File: src/rtl/mult_arbiter_if.sv
// Bundles the requester handshake, the shared multiplier connection and the response bus of mult_arbiter.
interface mult_arbiter_if #(
    parameter int NUM_REQ = 4,
    parameter int ID_W    = 2
);
    logic [NUM_REQ-1:0]    req_valid;
    logic [NUM_REQ-1:0]    req_ready;
    logic [16*NUM_REQ-1:0] req_x;
    logic [16*NUM_REQ-1:0] req_y;
    logic [15:0]           mul_x;
    logic [15:0]           mul_y;
    logic [31:0]           mul_res;
    logic [NUM_REQ-1:0]    rsp_valid;
    logic [ID_W-1:0]       rsp_id;
    logic [31:0]           rsp_data;

    // Environment side: clients plus the shared multiplier result.
    modport master (
        output req_valid, req_x, req_y, mul_res,
        input  req_ready, mul_x, mul_y, rsp_valid, rsp_id, rsp_data
    );

    // Arbiter side.
    modport slave (
        input  req_valid, req_x, req_y, mul_res,
        output req_ready, mul_x, mul_y, rsp_valid, rsp_id, rsp_data
    );
endinterface

File: src/rtl/mult_arbiter.sv
// Round-robin front end for one shared pipelined 16x16 multiplier; routes each product back to its requester.
// Defining MULT_ARB_STATS_EN adds the issue_cnt and busy status ports.
module mult_arbiter #(
    parameter int NUM_REQ  = 4,
    parameter int ID_W     = 2,
    parameter int PIPE_LAT = 3
) (
    input  logic          clk,
    input  logic          rst_n,
    mult_arbiter_if.slave bus
`ifdef MULT_ARB_STATS_EN
    ,
    output logic [15:0]   issue_cnt,
    output logic          busy
`endif
);
    localparam int          NSTG   = PIPE_LAT + 1;
    localparam int unsigned NREQ_U = NUM_REQ;

    logic [ID_W-1:0]            ptr_q;
    logic [ID_W-1:0]            ptr_d;
    logic [15:0]                mul_x_q;
    logic [15:0]                mul_x_d;
    logic [15:0]                mul_y_q;
    logic [15:0]                mul_y_d;
    logic [NSTG-1:0]            tag_vld_q;
    logic [NSTG-1:0]            tag_vld_d;
    logic [NSTG-1:0][ID_W-1:0]  tag_id_q;
    logic [NSTG-1:0][ID_W-1:0]  tag_id_d;

    logic [NUM_REQ-1:0]         grant_s;
    logic [ID_W-1:0]            gnt_idx_s;
    logic                       gnt_any_s;
    logic [ID_W-1:0]            cand_s;
    logic                       hit_s;
    logic [NUM_REQ-1:0]         rsp_valid_s;
    logic [ID_W-1:0]            rsp_id_s;
    logic [31:0]                rsp_data_s;

    // Modular add on the requester ring; both operands are already below NUM_REQ.
    function automatic logic [ID_W-1:0] ring_add(input logic [ID_W-1:0] base, input int unsigned off);
        int unsigned sum;
        sum = 32'(base) + off;
        if (sum >= NREQ_U) begin
            sum = sum - NREQ_U;
        end else begin
            sum = sum;
        end
        return sum[ID_W-1:0];
    endfunction

    // Search upward from the pointer with wrap-around; the first valid requester wins.
    always_comb begin
        grant_s   = '0;
        gnt_idx_s = '0;
        gnt_any_s = 1'b0;
        cand_s    = '0;
        hit_s     = 1'b0;
        for (int unsigned k = 0; k < NREQ_U; k++) begin
            cand_s           = ring_add(ptr_q, k);
            hit_s            = !gnt_any_s && bus.req_valid[cand_s];
            grant_s[cand_s]  = grant_s[cand_s] | hit_s;
            gnt_idx_s        = hit_s ? cand_s : gnt_idx_s;
            gnt_any_s        = gnt_any_s | hit_s;
        end
    end

    // Pointer advance, operand capture and tag shift for the next cycle.
    always_comb begin
        ptr_d     = ptr_q;
        mul_x_d   = mul_x_q;
        mul_y_d   = mul_y_q;
        tag_vld_d = {tag_vld_q[NSTG-2:0], gnt_any_s};
        tag_id_d  = {tag_id_q[NSTG-2:0], gnt_idx_s};
        if (gnt_any_s) begin
            ptr_d   = ring_add(gnt_idx_s, 32'd1);
            mul_x_d = bus.req_x[32'(gnt_idx_s)*16 +: 16];
            mul_y_d = bus.req_y[32'(gnt_idx_s)*16 +: 16];
        end else begin
            ptr_d   = ptr_q;
        end
    end

    // State registers.
    always_ff @(posedge clk or negedge rst_n) begin
        if (!rst_n) begin
            ptr_q     <= '0;
            mul_x_q   <= 16'h0000;
            mul_y_q   <= 16'h0000;
            tag_vld_q <= '0;
            tag_id_q  <= '0;
        end else begin
            ptr_q     <= ptr_d;
            mul_x_q   <= mul_x_d;
            mul_y_q   <= mul_y_d;
            tag_vld_q <= tag_vld_d;
            tag_id_q  <= tag_id_d;
        end
    end

    // The last tag stage lines up with the multiplier result of the same operands.
    always_comb begin
        rsp_valid_s = '0;
        rsp_id_s    = '0;
        rsp_data_s  = 32'h0000_0000;
        if (tag_vld_q[NSTG-1]) begin
            rsp_valid_s[tag_id_q[NSTG-1]] = 1'b1;
            rsp_id_s                      = tag_id_q[NSTG-1];
            rsp_data_s                    = bus.mul_res;
        end else begin
            rsp_valid_s = '0;
        end
    end

    // Grant is forced low while reset is held so nothing looks accepted.
    assign bus.req_ready = grant_s & {NUM_REQ{rst_n}};
    assign bus.mul_x     = mul_x_q;
    assign bus.mul_y     = mul_y_q;
    assign bus.rsp_valid = rsp_valid_s;
    assign bus.rsp_id    = rsp_id_s;
    assign bus.rsp_data  = rsp_data_s;

`ifdef MULT_ARB_STATS_EN
    logic [15:0] issue_cnt_q;
    logic [15:0] issue_cnt_d;

    // Saturating count of accepted handshakes.
    always_comb begin
        issue_cnt_d = issue_cnt_q;
        if (gnt_any_s && (issue_cnt_q != 16'hFFFF)) begin
            issue_cnt_d = issue_cnt_q + 16'd1;
        end else begin
            issue_cnt_d = issue_cnt_q;
        end
    end

    // Counter register.
    always_ff @(posedge clk or negedge rst_n) begin
        if (!rst_n) begin
            issue_cnt_q <= 16'h0000;
        end else begin
            issue_cnt_q <= issue_cnt_d;
        end
    end

    assign issue_cnt = issue_cnt_q;
    assign busy      = |tag_vld_q;
`endif
endmodule
File: src/flat_wrapper.sv
// flat-port wrapper written by rule: the top's interface ports become plain ports
module mult_arbiter_flat 
#(
    parameter int NUM_REQ  = 4,
    parameter int ID_W     = 2,
    parameter int PIPE_LAT = 3
)
  (clk, rst_n, bus_req_valid, bus_req_x, bus_req_y, bus_mul_res, bus_req_ready, bus_mul_x, bus_mul_y, bus_rsp_valid, bus_rsp_id, bus_rsp_data);
  mult_arbiter_if #(.NUM_REQ(NUM_REQ), .ID_W(ID_W)) bus_i ();
  input  logic clk;
  input  logic rst_n;
  input wire logic [$bits(bus_i.req_valid)-1:0] bus_req_valid;
  input wire logic [$bits(bus_i.req_x)-1:0] bus_req_x;
  input wire logic [$bits(bus_i.req_y)-1:0] bus_req_y;
  input wire logic [$bits(bus_i.mul_res)-1:0] bus_mul_res;
  output wire logic [$bits(bus_i.req_ready)-1:0] bus_req_ready;
  output wire logic [$bits(bus_i.mul_x)-1:0] bus_mul_x;
  output wire logic [$bits(bus_i.mul_y)-1:0] bus_mul_y;
  output wire logic [$bits(bus_i.rsp_valid)-1:0] bus_rsp_valid;
  output wire logic [$bits(bus_i.rsp_id)-1:0] bus_rsp_id;
  output wire logic [$bits(bus_i.rsp_data)-1:0] bus_rsp_data;
  assign bus_i.req_valid = bus_req_valid;
  assign bus_i.req_x = bus_req_x;
  assign bus_i.req_y = bus_req_y;
  assign bus_i.mul_res = bus_mul_res;
  assign bus_req_ready = bus_i.req_ready;
  assign bus_mul_x = bus_i.mul_x;
  assign bus_mul_y = bus_i.mul_y;
  assign bus_rsp_valid = bus_i.rsp_valid;
  assign bus_rsp_id = bus_i.rsp_id;
  assign bus_rsp_data = bus_i.rsp_data;
  mult_arbiter #(.NUM_REQ(NUM_REQ), .ID_W(ID_W), .PIPE_LAT(PIPE_LAT)) u_core (.clk(clk), .rst_n(rst_n), .bus(bus_i));
endmodule
File: config.mk
export PLATFORM = sky130hd
export DESIGN_NAME = mult_arbiter_flat
export DESIGN_NICKNAME = d
export VERILOG_FILES = /design/src/rtl/mult_arbiter_if.sv /design/src/rtl/mult_arbiter.sv /design/src/flat_wrapper.sv
export SDC_FILE = /design/constraint.sdc
export NUM_CORES = 1
export LEC_CHECK = 0
export CAP_MARGIN = 0
export CORE_ASPECT_RATIO = 1.4
export CORE_UTILIZATION = 41
export CTS_BUF_LIST = sky130_fd_sc_hd__clkbuf_8
export DETAILED_ROUTE_END_ITERATION = 7
export GPL_TIMING_DRIVEN = 0
export PLACE_DENSITY = 0.9
export SLEW_MARGIN = 20
export SYNTH_ARGS = -nofsm -noshare
export SYNTH_HDL_FRONTEND = slang
export SYNTH_SLANG_ARGS = --single-unit
File: constraint.sdc
create_clock -name clk -period 9.9 [get_ports clk]
set_input_delay 1.98 -clock clk [delete_from_list [all_inputs] [get_ports clk]]
set_output_delay 1.98 -clock clk [all_outputs]
set_load 0.1 [all_outputs]
== Word-level counts from Yosys, hierarchy flattened ==
Index checks and enable logic that the tools add are counted.

* Flip-flop bits (word level): 46
* Latch bits: 0
* RAM bits: 0
* Bits in read-only memories: 0
* Input bits: 166
* Output and inout bits: 74
* Word-level logic and storage cells: 95
* Memories kept: 0

* $add $sub $neg: 9
* Multiply operators: 0
* Divide/modulo/power cells: 0
* $lt $le $gt $ge: 15
* Equal/unequal tests: 0
* Shift-type cells: 2
* Multiplexer cells: 41
* Bitwise operators: 9
* Reductions and logical operators: 11

{| class="wikitable"
|+ Operator list
! cell !! number
|-
| $shiftx 64x7->16 || 2
|-
| $mux 32 || 1
|-
| $mux 2 || 10
|-
| $bmux 1 s2 || 8
|-
| $lt 2x3->1 const B || 5
|-
| $mux 1 || 13
|-
| $bwmux 4 || 3
|-
| $ge 3x3->1 const B || 4
|-
| $demux 1 s2 || 5
|-
| $ge 2x1->1 const B || 5
|-
| $sub 2x1->2 const B || 5
|-
| $and 4x4->4 || 2
|-
| $logic_and 1x1->1 || 8
|-
| $or 1x1->1 || 7
|-
| $add 2x1->3 const B || 2
|-
| $add 2x2->3 const B || 2
|-
| $mux 4 || 1
|-
| $ge 2x3->1 const B || 1
|-
| $logic_not 1->1 || 3
|}

== Depth between registers and ports, before layout ==
Gate-level depths: netlist (run 1).

* Depth after elaboration: 20
* Gate-level depth with buffers: 14
* Mapped depth without buffers: 9

== Worst setup path after synthesis (run 1) ==
OpenSTA, ideal clock, no wires.

* Path kind: in2out
* Start: in bus_req_valid[3]
* End: out bus_req_ready[0]
* Arrival time: 5.197 ns
* Required time: 7.920 ns
* Path slack: 2.723 ns
* Stages: 8
* Buffers on the path: 1
* Cell sequence: clkbuf_1 > mux4_2 > or3b_1 > o211a_1 > o21bai_2 > a2bb2oi_2 > nand3_1 > o22ai_1

* Cells in the longest elaborated chain, start to end: 17
* Elaborated cells on any way between the ends: 31
* Classes of those cells: mux: 17; bitwise: 8; reduce/logical: 6

{| class="wikitable"
|+ RTL lines
! item !! line !! text
|-
| from (decl) || flat_wrapper.sv:12 || <nowiki>input wire logic [$bits(bus_i.req_valid)-1:0] bus_req_valid;</nowiki>
|-
| $bmux 1 s2 || mult_arbiter.sv:61 || <nowiki>hit_s = !gnt_any_s && bus.req_valid[cand_s];</nowiki>
|-
| $mux 1 (implied by the code) || mult_arbiter.sv:61 ||
|-
| $or 1x1->1 || mult_arbiter.sv:62 || <nowiki>grant_s[cand_s] = grant_s[cand_s] | hit_s;</nowiki>
|-
| $and 4x4->4 (no source line) || - ||
|-
| $bmux 1 s2 || mult_arbiter.sv:62 ||
|-
| $mux 1 (implied by the code) || mult_arbiter.sv:62 ||
|-
| $or 1x1->1 || mult_arbiter.sv:62 ||
|-
| $bwmux 4 || mult_arbiter.sv:62 ||
|-
| $bmux 1 s2 || mult_arbiter.sv:62 ||
|-
| $mux 1 (implied by the code) || mult_arbiter.sv:62 ||
|-
| $or 1x1->1 || mult_arbiter.sv:62 ||
|-
| $bwmux 4 || mult_arbiter.sv:62 ||
|-
| $bmux 1 s2 || mult_arbiter.sv:62 ||
|-
| $mux 1 (implied by the code) || mult_arbiter.sv:62 ||
|-
| $or 1x1->1 || mult_arbiter.sv:62 ||
|-
| $bwmux 4 * || mult_arbiter.sv:62 ||
|-
| $and 4x4->4 * || mult_arbiter.sv:116 || <nowiki>assign bus.req_ready = grant_s & {NUM_REQ{rst_n}};</nowiki>
|-
| to (decl) || flat_wrapper.sv:16 || <nowiki>output wire logic [$bits(bus_i.req_ready)-1:0] bus_req_ready;</nowiki>
|}

Every way passes the cells marked *; elsewhere a longest branch is shown, timed or not. The select of a mux whose other input is x is not followed.

== Worst setup path in the final report (run 1) ==
* Start: in bus_req_valid[3]
* End: out bus_req_ready[2]

The elaborated chain is that of the path after synthesis.

==> results of run 1 <==
path summary, 6_finish.rpt:
kind / endpoint / start / slack (ns)
max reg2reg: u_core.bus.mul_y[8] / u_core.ptr_q[0] / 6.38
max in group asynchronous: u_core.tag_id_d[7] / rst_n / 7.83
min reg2reg: u_core.tag_id_q[6] / u_core.tag_id_d[6] / 0.35
min: u_core.tag_id_q[6] / u_core.tag_id_d[6] / 0.35
max: bus_req_ready[2] / bus_req_valid[3] / 2.21
min in group asynchronous: u_core.bus.mul_y[4] / rst_n / 1.58
per-stage QoR:
step / hold WS [ns] / instance area [µm²]
after floorplan: 0.331 / 3660
after global placement: 0.335 / 6180
after detailed placement: 0.335 / 6200
after CTS: 0.355 / 6310
after global routing: 0.362 / 6310
final: 0.353 / 6310
metal layers:
metal	share of wire (%)	up-vias	global-route usage (%)	wire [µm]
met2	55	180	48.7	6550
li1	-	1835	-	-
met3	7.5	24	5.92	887
met5	0	-	0	0
met1	35	1793	27.0	4110
met4	2.8	0	9.24	327
cells by family after synthesis:
group                    share of synthesized area (%)
buffers and inverters                             5.67
AO/OA/AOI/OAI                                     11.7
adder cells (fa/ha/maj)                           1.37
flip-flops                                        31.5
multiplexers                                      33.0
XOR/XNOR                                         0.239
AND/OR/NAND/NOR                                   16.6
worst max-delay path: stages:
cell and delay (ns):
clkdlybuf4s50_1 0.45, clkbuf_1 0.24, mux4_2 0.61, or3b_1 0.38, o211a_1 0.16, o21bai_2 0.22
a2bb2oi_2 0.23, nand3_1 0.11, o21ai_1 0.18, clkdlybuf4s50_1 1.15
Yosys cell counts (2+ instances only):
| library cell | count |
|---|---|
| nor2_1 | 3 |
| o22ai_1 | 5 |
| mux2_2 | 32 |
| mux2i_1 | 69 |
| buf_6 | 6 |
| inv_1 | 6 |
| a21oi_1 | 7 |
| o211a_1 | 2 |
| nor2b_1 | 5 |
| buf_2 | 10 |
| nor3b_1 | 3 |
| nand2_1 | 43 |
| o21ai_0 | 3 |
| mux4_2 | 5 |
| clkbuf_1 | 15 |
| mux2_1 | 2 |
| nor3_1 | 3 |
| ha_1 | 4 |
| dfrtp_1 | 46 |
| nand3_1 | 6 |
| o21ai_1 | 35 |
| nand2b_1 | 6 |
| o32a_1 | 2 |
| and2_1 | 35 |
final cells by class:
type                       count  area (µm²)  area share, %
clock buffer                   5        68.8           1.09
sequential                    46        1150           18.2
multi-input combinational    293        2300           36.5
timing repair buffer         240        2410           38.1
inverter                       6        22.5          0.357
buffer                        33         185           2.93
tap                          105         131           2.08
clock inverter                 3        43.8          0.694
state kept, by name, indices dropped and copies added (netlist names):
| signal | cells |
|---|---|
| u_core.bus.mul_x | 16 |
| u_core.bus.mul_y | 16 |
| u_core.ptr_q | 2 |
| u_core.tag_id_d | 6 |
| u_core.tag_id_q | 2 |
| u_core.tag_vld_q | 4 |
==> metrics.txt, run 1 <==
area fraction of the dominant cell type after synthesis=31.5%; clock insertion delay at the later pin of the skew report=0.29 ns; count of flip-flops with a built-in enable after synthesis=0; Syn-to-layout area delta=72.4%; setup repair after global routing missed its margin=false; biggest area contributors in the synthesized netlist=dfrtp_1 31%, mux2i_1 19%, mux2_2 9.8%; root buf cell=clkbuf_8; highest clock rate=0.130 GHz; Placed Instances=723; number of library cell types mapped by synthesis=49; wire length of the first global-routing pass=18,500 µm; max-slew violation count=0; post-synthesis cell area=3660 µm²; Floorplan Core Area=8610 µm²; proportion of synthesized chip area in sequential cells=31.5%; gate count after technology mapping=378; detailed-route wire length per cell=16.2 µm; site row count=40; final HPWL from detailed placement=9760 µm; worst clock skew on the final layout=0.00635 ns; clock tree from TritonCTS=done; worst-path maximum fanout=10; DRC violation count after routing=0; vias after detailed routing=3,832; clock net sink count=46; largest net degree at the start of global routing=35; number of filler cells placed in the layout=652; post-route setup TNS=0 ns; most frequent standard cell in the layout excluding fill and tap cells=clkdlybuf4s50_1; number of global-route vias before repair=3,976; vias per cell=5.24; detailed-router iteration count before antenna repair=4; count of hold-fix buffers inserted at cts=0; Routed WL=11,900 µm; worst hold stages=0; number of gates given a new drive strength after cts=0; proportion of layout cells with a drive suffix above 1=11.5%; I/O pin cnt=240; yosys warns=0; WP data arrival=5.71 ns; total grt overflow=0; fin crit period=7.69 ns; endpoint kind of the worst setup timing path=primary output; nets=795; transition time at the pin with the least slew margin=1.03 ns; post-CTS clock slew at the launch and capture registers of the worst setup and hold paths=0.08 ns; most used flip-flop cell after synthesis=dfrtp_1; starting density of the core=42.5%; worst setup slack after placement=2.24 ns; antenna violations before repair=0; CTS H-tree lvls=2; period utilisation layout=77.7%; post-synthesis sequential element count=46; most frequent cells in the layout=238 x clkdlybuf4s50_1, 69 x mux2i_1, 46 x dfrtp_1, 43 x nand2_1; Req. time, crit path=7.92 ns; Post-synth ARST share=100%; result of the run=finished clean; number of input and output port buffers inserted=239; Synth Area per Inst=9.68 µm²; post-layout utilization of the core=73.3%; Detailed Route Iter0 Violations=153; top cell type by total area after synthesis=dfrtp_1; Routability Congestion=0.847; Die W=81.9 µm; count of endpoints failing setup in the final report=0; worst r2r path cells=12; Non-Filler Instances=731; total routing resource utilization after global routing=25.9%; kind of start point of the critical path=input pin; antenna diode count=0; buffers from clock root to sink, at most=2; die boundary height=114 µm; type of the setup path with the least slack=input pin to primary output; worst rel slew slack=31.3%; number of hold violations in the final report=0; post-CTS setup buffer count=0; Final WS setup=2.21 ns; hold crit path type=flop to flop; DRT antenna net count=0; area of the die=9310 µm²; cts bufs inserted=5; Max Cap Violations=0; net count after synthesis=548
Power of run 1 is left out: the tool's default activity adds up to more than one toggle a clock period on the data nets, which glitch-free logic cannot reach.
==> run 2, diff against run 1 <==
CORE_UTILIZATION = 34   (was 41)
PLACE_DENSITY = 0.8   (was 0.9)
clock period = 6.9 ns   (was 9.9 ns; I/O delays follow)
==> run 2 against run 1 <==
Compared with the run above: non-clock buffer count did not move; core utilization fell by 12 points; critical path type unchanged; first-iteration DRC count fell by 28%; final cell count rose by 4.5%; setup slack got worse by 1.9 ns; sequential cell count did not move; routed wire length rose by 0.96%.
==> metrics.txt, run 2 (synthesized netlist as in run 1, its figures left out) <==
number of global-route vias before repair=4,061; CTS H-tree lvls=2; Die W=89.7 µm; WP data arrival=5.17 ns; proportion of layout cells with a drive suffix above 1=11.5%; type of the setup path with the least slack=input pin to primary output; post-CTS clock slew at the launch and capture registers of the worst setup and hold paths=0.08 ns; final HPWL from detailed placement=9920 µm; post-route setup TNS=0 ns; root buf cell=clkbuf_8; number of hold violations in the final report=0; nets=795; starting density of the core=35.2%; Floorplan Core Area=10,400 µm²; Max Cap Violations=0; list of cells traversed by the critical path=clkdlybuf4s50_1 -> mux4_2 -> buf_6 -> mux2i_4 -> mux2_1 -> a32oi_1 -> a2bb2oi_2 -> nand3_1 -> o22ai_1 -> clkdlybuf4s50_1; count of endpoints failing setup in the final report=0; wire length of the first global-routing pass=19,000 µm; detailed-route wire length per cell=15.7 µm; multi-input gate area in the final layout=2300 µm²; number of input and output port buffers inserted=239; transition time at the pin with the least slew margin=1.06 ns; delay of the slowest cell on the worst path=1.16 ns; number of buffers and inverters on the critical path=3; kind of start point of the critical path=input pin; Sequential Area=1150 µm²; result of the run=finished clean; critical path's most frequent cell=clkdlybuf4s50_1; Req. time, crit path=5.52 ns; period utilisation layout=95.0%; fin crit period=6.55 ns; clock tree from TritonCTS=done; max-slew violation count=0; buffers from clock root to sink, at most=2; most frequent standard cell in the layout excluding fill and tap cells=clkdlybuf4s50_1; antenna diode count=0; Syn-to-layout area delta=74.4%; worst setup slack after placement=0.401 ns; clock net sink count=46; highest clock rate=0.153 GHz; post-CTS setup buffer count=0; most frequent cells in the layout=238 x clkdlybuf4s50_1, 69 x mux2i_1, 46 x dfrtp_1, 43 x nand2_1; largest net degree at the start of global routing=34; Routed WL=12,000 µm; vias after detailed routing=3,831; endpoint kind of the worst setup timing path=primary output; count of hold-fix buffers inserted at cts=0; total routing resource utilization after global routing=22.0%; Final WS setup=0.347 ns; number of gates given a new drive strength after cts=0; crit-path leading delay family=buffers and inverters; worst clock skew on the final layout=0.0173 ns; cts bufs inserted=5; site row count=44; worst-path maximum fanout=10; area of the die=11,200 µm²; DRT antenna net count=0; worst rel slew slack=29.3%; setup repair after global routing missed its margin=false; hold crit path type=flop to flop; highest-delay cell along the critical path=clkdlybuf4s50_1; Routability Congestion=0.859; detailed-router iteration count before antenna repair=4; I/O pin cnt=240; DRC violation count after routing=0; Detailed Route Iter0 Violations=110; antenna violations before repair=0; total grt overflow=0; number of filler cells placed in the layout=863; clock insertion delay at the later pin of the skew report=0.31 ns; die boundary height=125 µm; vias per cell=5.01
run 2: stage by stage:
stage          instances  hold slack, ns  cell area (µm²)  util, %
6_report             764           0.350             6380     61.3
5_1_grt              764           0.365             6380     61.3
4_1_cts              764           0.353             6380     61.3
3_5_place_dp         756           0.335             6240     60.0
3_3_place_gp         755           0.333             6220     59.8
2_1_floorplan        378           0.331             3660        -
run 2: path summary, 6_finish.rpt:
kind | startpoint | endpoint | slack (ns) | depth (start not counted)
max reg2reg | u_core.ptr_q[0] | u_core.bus.mul_x[13] | 3.32 | 12
min in group asynchronous | rst_n | u_core.bus.mul_y[5] | 0.97 | 1
max | bus_req_valid[0] | bus_req_ready[3] | 0.35 | 10
min reg2reg | u_core.tag_id_d[6] | u_core.tag_id_q[6] | 0.35 | 0
max in group asynchronous | rst_n | u_core.tag_id_d[4] | 5.42 | 2
min | u_core.tag_id_d[6] | u_core.tag_id_q[6] | 0.35 | 0
run 2: metal layers:
layer	part of all wire (%)	vias to the layer above	GRT usage, %	wire [µm]
li1	-	1836	-	-
met1	35	1815	22.3	4230
met2	55	162	41.8	6630
met3	7.4	18	5.43	882
met4	2.0	0	7.38	241
met5	0	-	0	0
run 2: cell type report:
type | instances | share of cell area [%]
flip-flops and latches | 46 | 18.0
plain buffers | 33 | 2.90
inverters | 6 | 0.353
repair buffers | 240 | 37.7
well taps | 138 | 2.71
clock inverters | 2 | 0.941
multi-input cells | 293 | 36.1
clock buffers | 6 | 1.29
Power of run 2 is left out for the same reason.
